### config.mk
export PLATFORM = sky130hd
export DESIGN_NAME = sdram_upload_reader
export DESIGN_NICKNAME = d
export VERILOG_FILES = /design/src/rtl/sdram_upload_reader.sv
export SDC_FILE = /design/constraint.sdc
export NUM_CORES = 1
export LEC_CHECK = 0
export CORE_ASPECT_RATIO = 0.9
export CORE_UTILIZATION = 45
export DETAILED_ROUTE_END_ITERATION = 10
export PLACE_DENSITY = 0.69
export SETUP_SLACK_MARGIN = 0.02
export SKIP_CTS_REPAIR_TIMING = 1
export SYNTH_ARGS = -nofsm -noshare
export SYNTH_HDL_FRONTEND = slang
export SYNTH_SLANG_ARGS = --single-unit
### constraint.sdc
create_clock -name clk_sys -period 4.25 [get_ports clk_sys]
set_input_delay 0.6375 -clock clk_sys [delete_from_list [all_inputs] [get_ports clk_sys]]
set_output_delay 0.6375 -clock clk_sys [all_outputs]
set_load 0.01 [all_outputs]
### src/rtl/sdram_upload_reader.sv
// Upload read path: turns data_io byte read strobes into SDRAM port1 word
// reads, with a one-word cache so the second byte of a word is served
// locally. Requests are level-held until acknowledged or timed out.
module sdram_upload_reader #(
  parameter int unsigned ADDR_W  = 22,
  parameter int unsigned TIMEOUT = 1023,
  parameter logic [7:0]  FILL    = 8'hFF
) (
  input  logic              clk_sys,
  input  logic              reset,
  input  logic              ioctl_upload,
  input  logic              ioctl_rd,
  input  logic [24:0]       ioctl_addr,
  output logic [7:0]        ioctl_din,
  output logic              din_valid,
  output logic              busy,
  output logic              error,
  output logic              port_req,
  input  logic              port_ack,
  output logic [ADDR_W-1:0] port_addr,
  output logic              port_we,
  output logic [1:0]        port_ds,
  input  logic [15:0]       port_q
);

  localparam int unsigned CntW = (TIMEOUT > 1) ? $clog2(TIMEOUT) : 1;

  typedef enum logic [0:0] {StIdle, StReq} state_e;

  state_e            r_state, w_state_d;
  logic              r_rd_prev;
  logic              r_upload_prev;
  logic [7:0]        r_din, w_din_d;
  logic              r_din_valid, w_din_valid_d;
  logic              r_error, w_error_d;
  logic              r_req, w_req_d;
  logic [ADDR_W-1:0] r_port_addr, w_port_addr_d;
  logic              r_byte_sel, w_byte_sel_d;
  logic [CntW-1:0]   r_cnt, w_cnt_d;
  logic [15:0]       r_cache_word, w_cache_word_d;
  logic [ADDR_W-1:0] r_cache_addr, w_cache_addr_d;
  logic              r_cache_valid, w_cache_valid_d;
  logic              r_abort, w_abort_d;
  // A start landing on the cycle a result is presented is deferred one cycle
  // so din_valid never pulses back-to-back.
  logic              r_pend, w_pend_d;
  logic [ADDR_W:0]   r_pend_addr, w_pend_addr_d;

  logic              w_start;
  logic [ADDR_W:0]   w_sel_addr;
  logic              w_hit;
  logic [7:0]        w_cached_byte;
  logic [7:0]        w_ack_byte;
  logic              w_done;
  logic              w_unused;

  // Only the word/byte address bits within ADDR_W are meaningful.
  assign w_unused = ^ioctl_addr;

  assign w_start       = ioctl_rd & ~r_rd_prev & ioctl_upload;
  assign w_sel_addr    = r_pend ? r_pend_addr : ioctl_addr[ADDR_W:0];
  assign w_hit         = r_cache_valid && (w_sel_addr[ADDR_W:1] == r_cache_addr);
  assign w_cached_byte = w_sel_addr[0] ? r_cache_word[15:8] : r_cache_word[7:0];
  assign w_ack_byte    = r_byte_sel ? port_q[15:8] : port_q[7:0];
  assign w_done        = port_ack || (r_cnt == CntW'(TIMEOUT - 1));

  // Next-state and next-output decode for the request FSM and its datapath.
  always_comb begin
    w_state_d       = r_state;
    w_din_d         = r_din;
    w_din_valid_d   = 1'b0;
    w_error_d       = r_error;
    w_req_d         = r_req;
    w_port_addr_d   = r_port_addr;
    w_byte_sel_d    = r_byte_sel;
    w_cnt_d         = r_cnt;
    w_cache_word_d  = r_cache_word;
    w_cache_addr_d  = r_cache_addr;
    w_cache_valid_d = r_cache_valid;
    w_abort_d       = r_abort;
    w_pend_d        = r_pend;
    w_pend_addr_d   = r_pend_addr;

    // A new session starts with a clean error flag; later sets override.
    if (ioctl_upload && !r_upload_prev) begin
      w_error_d = 1'b0;
    end

    unique case (r_state)
      StIdle: begin
        if (!ioctl_upload) begin
          w_cache_valid_d = 1'b0;
          w_error_d       = 1'b0;
          w_pend_d        = 1'b0;
        end else if (w_start || r_pend) begin
          if (r_din_valid) begin
            w_pend_d      = 1'b1;
            w_pend_addr_d = ioctl_addr[ADDR_W:0];
          end else begin
            w_pend_d = 1'b0;
            if (w_hit) begin
              w_din_d       = w_cached_byte;
              w_din_valid_d = 1'b1;
            end else begin
              w_req_d       = 1'b1;
              w_port_addr_d = w_sel_addr[ADDR_W:1];
              w_byte_sel_d  = w_sel_addr[0];
              w_cnt_d       = '0;
              w_abort_d     = 1'b0;
              w_state_d     = StReq;
            end
          end
        end
      end

      StReq: begin
        if (!ioctl_upload) begin
          w_abort_d = 1'b1;
        end else if (w_start) begin
          w_error_d = 1'b1;
        end

        if (w_done) begin
          w_req_d   = 1'b0;
          w_state_d = StIdle;
          if (r_abort || !ioctl_upload) begin
            // Session ended mid-request: finish the handshake silently.
            w_cache_valid_d = 1'b0;
            w_error_d       = 1'b0;
          end else if (port_ack) begin
            w_cache_word_d  = port_q;
            w_cache_addr_d  = r_port_addr;
            w_cache_valid_d = 1'b1;
            w_din_d         = w_ack_byte;
            w_din_valid_d   = 1'b1;
          end else begin
            w_din_d       = FILL;
            w_din_valid_d = 1'b1;
            w_error_d     = 1'b1;
          end
        end else begin
          w_cnt_d = r_cnt + CntW'(1);
        end
      end

      default: begin
        w_state_d = StIdle;
        w_req_d   = 1'b0;
      end
    endcase
  end

  // State and datapath registers with synchronous reset.
  always_ff @(posedge clk_sys) begin
    if (reset) begin
      r_state       <= StIdle;
      r_rd_prev     <= 1'b0;
      r_upload_prev <= 1'b0;
      r_din         <= '0;
      r_din_valid   <= 1'b0;
      r_error       <= 1'b0;
      r_req         <= 1'b0;
      r_port_addr   <= '0;
      r_byte_sel    <= 1'b0;
      r_cnt         <= '0;
      r_cache_word  <= '0;
      r_cache_addr  <= '0;
      r_cache_valid <= 1'b0;
      r_abort       <= 1'b0;
      r_pend        <= 1'b0;
      r_pend_addr   <= '0;
    end else begin
      r_state       <= w_state_d;
      r_rd_prev     <= ioctl_rd;
      r_upload_prev <= ioctl_upload;
      r_din         <= w_din_d;
      r_din_valid   <= w_din_valid_d;
      r_error       <= w_error_d;
      r_req         <= w_req_d;
      r_port_addr   <= w_port_addr_d;
      r_byte_sel    <= w_byte_sel_d;
      r_cnt         <= w_cnt_d;
      r_cache_word  <= w_cache_word_d;
      r_cache_addr  <= w_cache_addr_d;
      r_cache_valid <= w_cache_valid_d;
      r_abort       <= w_abort_d;
      r_pend        <= w_pend_d;
      r_pend_addr   <= w_pend_addr_d;
    end
  end

  assign ioctl_din = r_din;
  assign din_valid = r_din_valid;
  assign busy      = (r_state == StReq);
  assign error     = r_error;
  assign port_req  = r_req;
  assign port_addr = r_port_addr;
  assign port_we   = 1'b0;
  assign port_ds   = 2'b11;

endmodule

==> results of run 1 <==
[final timing paths]
path | slack, ns | endpoint
worst max-delay path | 1.05 | port_addr[13]
worst min-delay path | 0.46 | r_cache_word[6]
worst min register to register | 0.46 | r_cache_word[6]
worst max register to register | 1.05 | port_addr[13]
[layout by cell type (no fill, tap or decap), drive strengths merged, types with 2 or more instances in the layout]
cell	netlist	routed
mux2	32	32
nand2	85	85
a311oi	3	3
bufinv	0	2
a32oi	2	2
nor2b	4	4
clkbuf	26	11
nor3b	3	3
and4	2	2
nand3b	2	2
xor2	19	19
conb	2	3
dfxtp	111	111
nor4	3	3
nand3	8	8
mux2i	41	41
buf	24	11
a211oi	46	46
xnor2	3	3
nand4	4	4
o211ai	3	3
nor2	32	32
clkdlybuf4s50	0	76
nor3	4	4
inv	29	31
a31oi	7	7
a21oi	56	56
or2	2	2
nand2b	10	10
nor4bb	3	3
a41oi	2	2
nand4b	10	10
o21ai	11	11
ha	2	2
[layer usage]
layer / GRT usage [%] / wire (um) / vias up
li1: - / - / 2172
met1: 31.04 / 6270 / 2120
met2: 32.12 / 5692 / 124
met3: 5.750 / 883 / 15
met4: 5.425 / 179 / 0
met5: 0 / 0 / -
[power by group through the flow]
stage          combinational (mW)  clock, mW  sequential, mW
2_1_floorplan               0.115          0            1.11
3_3_place_gp                0.218          0            1.10
3_5_place_dp                0.222          0            1.11
4_1_cts                     0.223      0.960            1.08
5_1_grt                     0.242       1.00            1.08
6_report                    0.224      0.942            1.08
[registers in the layout, indices dropped and copies added (netlist names)]
| name | count |
|---|---|
| r_cache_word | 16 |
| ioctl_din | 8 |
| port_req | 1 |
| r_cache_addr | 22 |
| r_upload_prev | 1 |
| r_byte_sel | 1 |
| r_cnt | 10 |
| r_pend_addr | 23 |
| r_pend | 1 |
| r_rd_prev | 1 |
| r_abort | 1 |
| busy | 1 |
| error | 1 |
| port_addr | 22 |
| r_cache_valid | 1 |
| din_valid | 1 |
[layout make-up]
type | count | area share, %
Clock buffer | 11 | 3.920
Clock inverter | 5 | 1.339
Inverter | 29 | 1.688
Multi-Input combinational cell | 410 | 42.48
Sequential cell | 111 | 34.47
Tap cell | 156 | 3.027
Timing Repair Buffer | 87 | 13.08
[kinds of logic (layout without fill, tap and decap cells)]
logic type      count (synthesis)  count (layout)  synth area share [%]
flops                         111             111                 41.55
simple gates                  176             176                 16.21
buf+inv                        79             132                 7.347
mux                            73              73                 14.48
fa+ha+maj                       2               2                0.4679
other cells                     2               3                0.1404
xor+xnor                       22              22                 3.603
compound gates                134             134                 16.19
[worst max-delay path: stages (launching register included)]
cell      delay [ns]
dfxtp_1         0.68
buf_4           0.33
mux2_2          0.40
xor2_1          0.15
nor4_1          0.29
and4_1          0.26
buf_4           0.24
a21o_2          0.51
a211oi_1        0.17
[per-stage QoR]
stage / setup WS [ns] / hold slack (ns) / std cells / power, mW
after floorplan: 1.920 / 0.4329 / 600 / 1.220
after global routing: 0.8701 / 0.4876 / 809 / 2.327
final: 1.049 / 0.4559 / 809 / 2.247
after global placement: 0.9984 / 0.4385 / 793 / 1.322
after CTS: 1.059 / 0.4575 / 809 / 2.263
after detailed placement: 0.9945 / 0.4468 / 793 / 1.327
==> results.ini, run 1 <==
[die]
die_area_mm2 = 0.01232
start_util_pct = 46.58
core.rowCount = 37
die_width_um = 116.9
ioPinCount = 83
die_h_um = 105.4
coreArea_mm2 = 0.01148

[finish]
drive_above_1_share_pct = 10.72
n_antenna_cell = 0
multi_input_area_mm2 = 0.002739
utilization_pct = 56.16
fill_cells = 1061
final_area_mm2 = 0.006447
register_area_mm2 = 0.002222
synthToLayoutAreaGrowth_pct = 20.57
num-nets-final = 696

[drt]
vias = 4431
drtIter0Drc = 371
drt.antenna.violating_nets = 0
wire_per_inst_um = 16.10
avgViaCountPerCell = 5.477
dr.pass1.iters = 5
drc = 0
drt_wl_total_um = 13030

[clocking]
cts_made_buffers = 9
h-tree-depth = 3
cts_tree = done
clkSlewWorstSetupHoldPaths_ns = 0.07
clk_latency_ns = 0.35
cts-root-buf = clkbuf_16
clk_path_buf_depth = 2
clock-sinks = 111

[yosys]
yosysTopAreaCell = dfxtp_1
synth_cells = 599
ys_ff_latch = 111
synth_flop_cell = dfxtp_1
synth_commonest_cells = dfxtp_1 (111), nand2_1 (85), a21oi_1 (56)
netlist_area_mm2 = 0.005348
yosysMostFrequentCell = dfxtp_1
synth_cell_types = 46
synthArstFlopShare_pct = 0
synth_area_leaders = dfxtp_1 (42%), mux2i_1 (7.7%), mux2_2 (6.5%)
ys_seq_area_share_pct = 41.55
synth_edf_count = 0
yosys.area.top_type_share_pct = 41.55
syn_area_per_cell_um2 = 8.928
yosysWarnings = 0

[global_routing]
grt_first_pass_wirelength_um = 20890
grt_usage_pct = 21.69
grt_overflow = 0
grt_max_degree = 120
grt_pass1_vias = 4114
antenna_found_initial = 0

[power]
seq_power_share_pct = 48.1
intPower_mw = 1.727
p_leak_nw = 2.412
power.switching_mw = 0.5200
power_frac_comb_pct = 9.9
power.density_mw_per_mm2 = 348.5
ir_drop_uv = 221.5
swShare_pct = 23.14
p_clk_share_pct = 41.9

[placement]
port_buffers = 77
gp_congestion = 0.8397
place_hpwl_um = 8685
placed_area_mm2 = 0.006108

[timing]
period_share_pct = 75.31
fin_crit_ns = 3.201
hold_viol = 0
drv_slew = 0
setup_viol = 0
skew_ns = 0.009354
worstMarginPinSlew_ns = 1.220
rsz0062_at_grt = no
fin_setup_tns_ns = 0
slew_headroom_pct = 18.69
fmax_mhz = 312.4

[min_path]
hp-class = flop to flop
min-delay-start = r_cache_word[6]
hold_depth = 2

[critical_path]
cp_max_fo = 24
crit_arrival_ns = 3.37
worstPathRequired_ns = 4.42
crit-reg2reg-launch = r_pend
worstSetupStartpoint = r_pend
end_kind = flop
path_class = flop to flop
r2r_cells = 8
startpoint_type = flop

[run_status]
status = finished, final reports clean

[run]
max-cap-violations = 0

(Power assumes the default switching activity.)
==> run 2: changes to the inputs <==
- PLACE_DENSITY: 0.69 -> 0.71
- clock period: 4.25 -> 2.68 ns (I/O delays scaled with it)
==> results.ini, run 2 (same netlist as run 1, synthesis figures left out) <==
[run_status]
status = finished, final reports clean

[global_routing]
antenna_found_initial = 0  ; unchanged
grt_first_pass_wirelength_um = 20920  ; +0.13%
met2_usage_pct = 34.19  ; +2.1 points
grt_usage_pct = 22.06  ; +0.37 points
use_met3_pct = 6.325  ; +0.58 points
use_met1_pct = 30.01  ; -1.0 points
busiest_layer = met2
grt_overflow = 0  ; unchanged
grt_max_degree = 53  ; -56%
grt_pass1_vias = 4247  ; +3.2%

[critical_path]
worstPathRequired_ns = 2.89  ; -1.53 ns
crit_arrival_ns = 2.75  ; -0.62 ns
crit_top_cell = buf_12
end_kind = flop
path_class = flop to flop
crit_path_top_delay_cell = mux2_2
startpoint_type = flop
cp_max_fo = 22  ; -8.3%
max_stage_delay_ns = 0.40  ; -0.28 ns
path_cells = buf_12 > mux2_2 > xor2_1 > nor4_1 > and4_1 > buf_12 > a21o_2 > buf_12 > a211oi_1

[power]
power.density_mw_per_mm2 = 523.7  ; +50%
ir_drop_uv = 372.2  ; +68%
p_leak_nw = 2.511  ; +4.1%

[finish]
drive_above_1_share_pct = 12.57  ; +1.9 points
layout_commonest_cell = dfxtp_1
utilization_pct = 57.76  ; +1.6 points
top_register = r_pend_addr
n_antenna_cell = 0  ; unchanged
largest_register_ffs = 23  ; unchanged
num-nets-final = 711  ; +2.2%
synthToLayoutAreaGrowth_pct = 24.01
fill_cells = 1048  ; -1.2%
layout_common_cells = dfxtp_1 (111), nand2_1 (85), clkdlybuf4s50_1 (76)

[die]
core.rowCount = 37  ; unchanged
die_width_um = 116.9  ; unchanged
die_h_um = 105.4  ; unchanged
coreArea_mm2 = 0.01148  ; unchanged
start_util_pct = 46.58  ; unchanged
die_area_mm2 = 0.01232  ; unchanged
ioPinCount = 83  ; unchanged

[clocking]
clk_path_buf_depth = 2  ; unchanged
clkSlewWorstSetupHoldPaths_ns = 0.07  ; about the same
cts_made_buffers = 9  ; unchanged
clock-sinks = 111  ; unchanged
h-tree-depth = 3  ; unchanged
cts-root-buf = clkbuf_16
cts_tree = done
clk_latency_ns = 0.35  ; about the same

[timing]
drv_slew = 0  ; unchanged
skew_ns = 0.01118  ; +0.001830 ns
setup_viol = 0  ; unchanged
hold_viol = 0  ; unchanged
fin_crit_ns = 2.546  ; -0.6545 ns
slew_headroom_pct = 51.01  ; +32 points
fin_setup_tns_ns = 0  ; unchanged
fmax_mhz = 392.8  ; +26%
period_share_pct = 95.00  ; +20 points
rsz0062_at_grt = no
fin_ws_ns = 0.1340  ; -0.9155 ns
worstMarginPinSlew_ns = 0.7349  ; -0.4848 ns

[run]
max-cap-violations = 0  ; unchanged

[drt]
wire_per_inst_um = 15.77  ; -2.1%
drt_wl_total_um = 12990  ; -0.24%
vias = 4456  ; +0.56%
dr.pass1.iters = 5  ; unchanged
avgViaCountPerCell = 5.408  ; -1.3%
drt.antenna.violating_nets = 0  ; unchanged
drtIter0Drc = 299  ; -19%
drc = 0  ; unchanged

[min_path]
hp-class = flop to flop

[placement]
pre_cts_ws_ns = -0.05012  ; -1.045 ns
place_hpwl_um = 8966  ; +3.2%
gp_congestion = 0.8276  ; -1.4%
port_buffers = 77  ; unchanged

-- run 2: changes by cell type in the layout (fill, tap and decap cells not counted), sizes merged --
| cell | delta |
|---|---|
| bufinv | -1 |
| inv | -2 |
| buf | +15 |
| clkinv | +1 |
| clkbuf | +2 |
-- run 2: final timing paths --
kind         slack, ns            start               to  depth (start not counted)
max               0.13           r_pend    port_addr[18]                          9
min               0.45  r_cache_word[1]  r_cache_word[1]                          2
max reg2reg       0.13           r_pend    port_addr[18]                          9
min reg2reg       0.45  r_cache_word[1]  r_cache_word[1]                          2
-- run 2: layout make-up --
type,instances,area (um2),area share (%)
flip-flops and latches,111,2222,33.51
multi-input cells,410,2739,41.30
repair buffers,102,1056,15.92
well taps,156,195.2,2.943
clock inverters,3,40.04,0.6038
clock buffers,13,270.3,4.075
inverters,29,108.9,1.642
-- run 2: power by group --
group / switching [mW] / internal (mW) / leakage, nW / total [mW]
Combinational: 0.178 / 0.190 / 1.46 / 0.369
Sequential: 0.0318 / 1.68 / 0.899 / 1.71
Clock: 0.590 / 0.799 / 0.156 / 1.39
Total: 0.800 / 2.67 / 2.51 / 3.47
-- run 2: worst max-delay path, delay by kind of cell (launching register included) --
family                 cells  cell delay, ns
buffers and inverters      3            0.49
flip-flops                 1            0.37
AND/OR/NAND/NOR            2            0.72
AO/OA/AOI/OAI              2            0.24
XOR/XNOR                   1            0.15
multiplexers               1            0.40
-- run 2: metrics by stage --
stage | total power [mW] | std cells | hold slack, ns | cell area (um2)
5_1_grt | 3.601 | 824 | 0.4852 | 6631
4_1_cts | 3.506 | 824 | 0.4564 | 6631
2_1_floorplan | 1.935 | 600 | 0.4329 | 5351
3_3_place_gp | 2.112 | 808 | 0.4386 | 6321
3_5_place_dp | 2.120 | 808 | 0.4466 | 6321
6_report | 3.473 | 824 | 0.4546 | 6631
-- run 2: metal layers --
metal	routed length, um	vias up	share of wire (%)
met5	0	-	0
met4	144	0	1.1
met3	892	8	6.9
met2	5877	122	45
met1	6080	2109	47
li1	-	2217	-
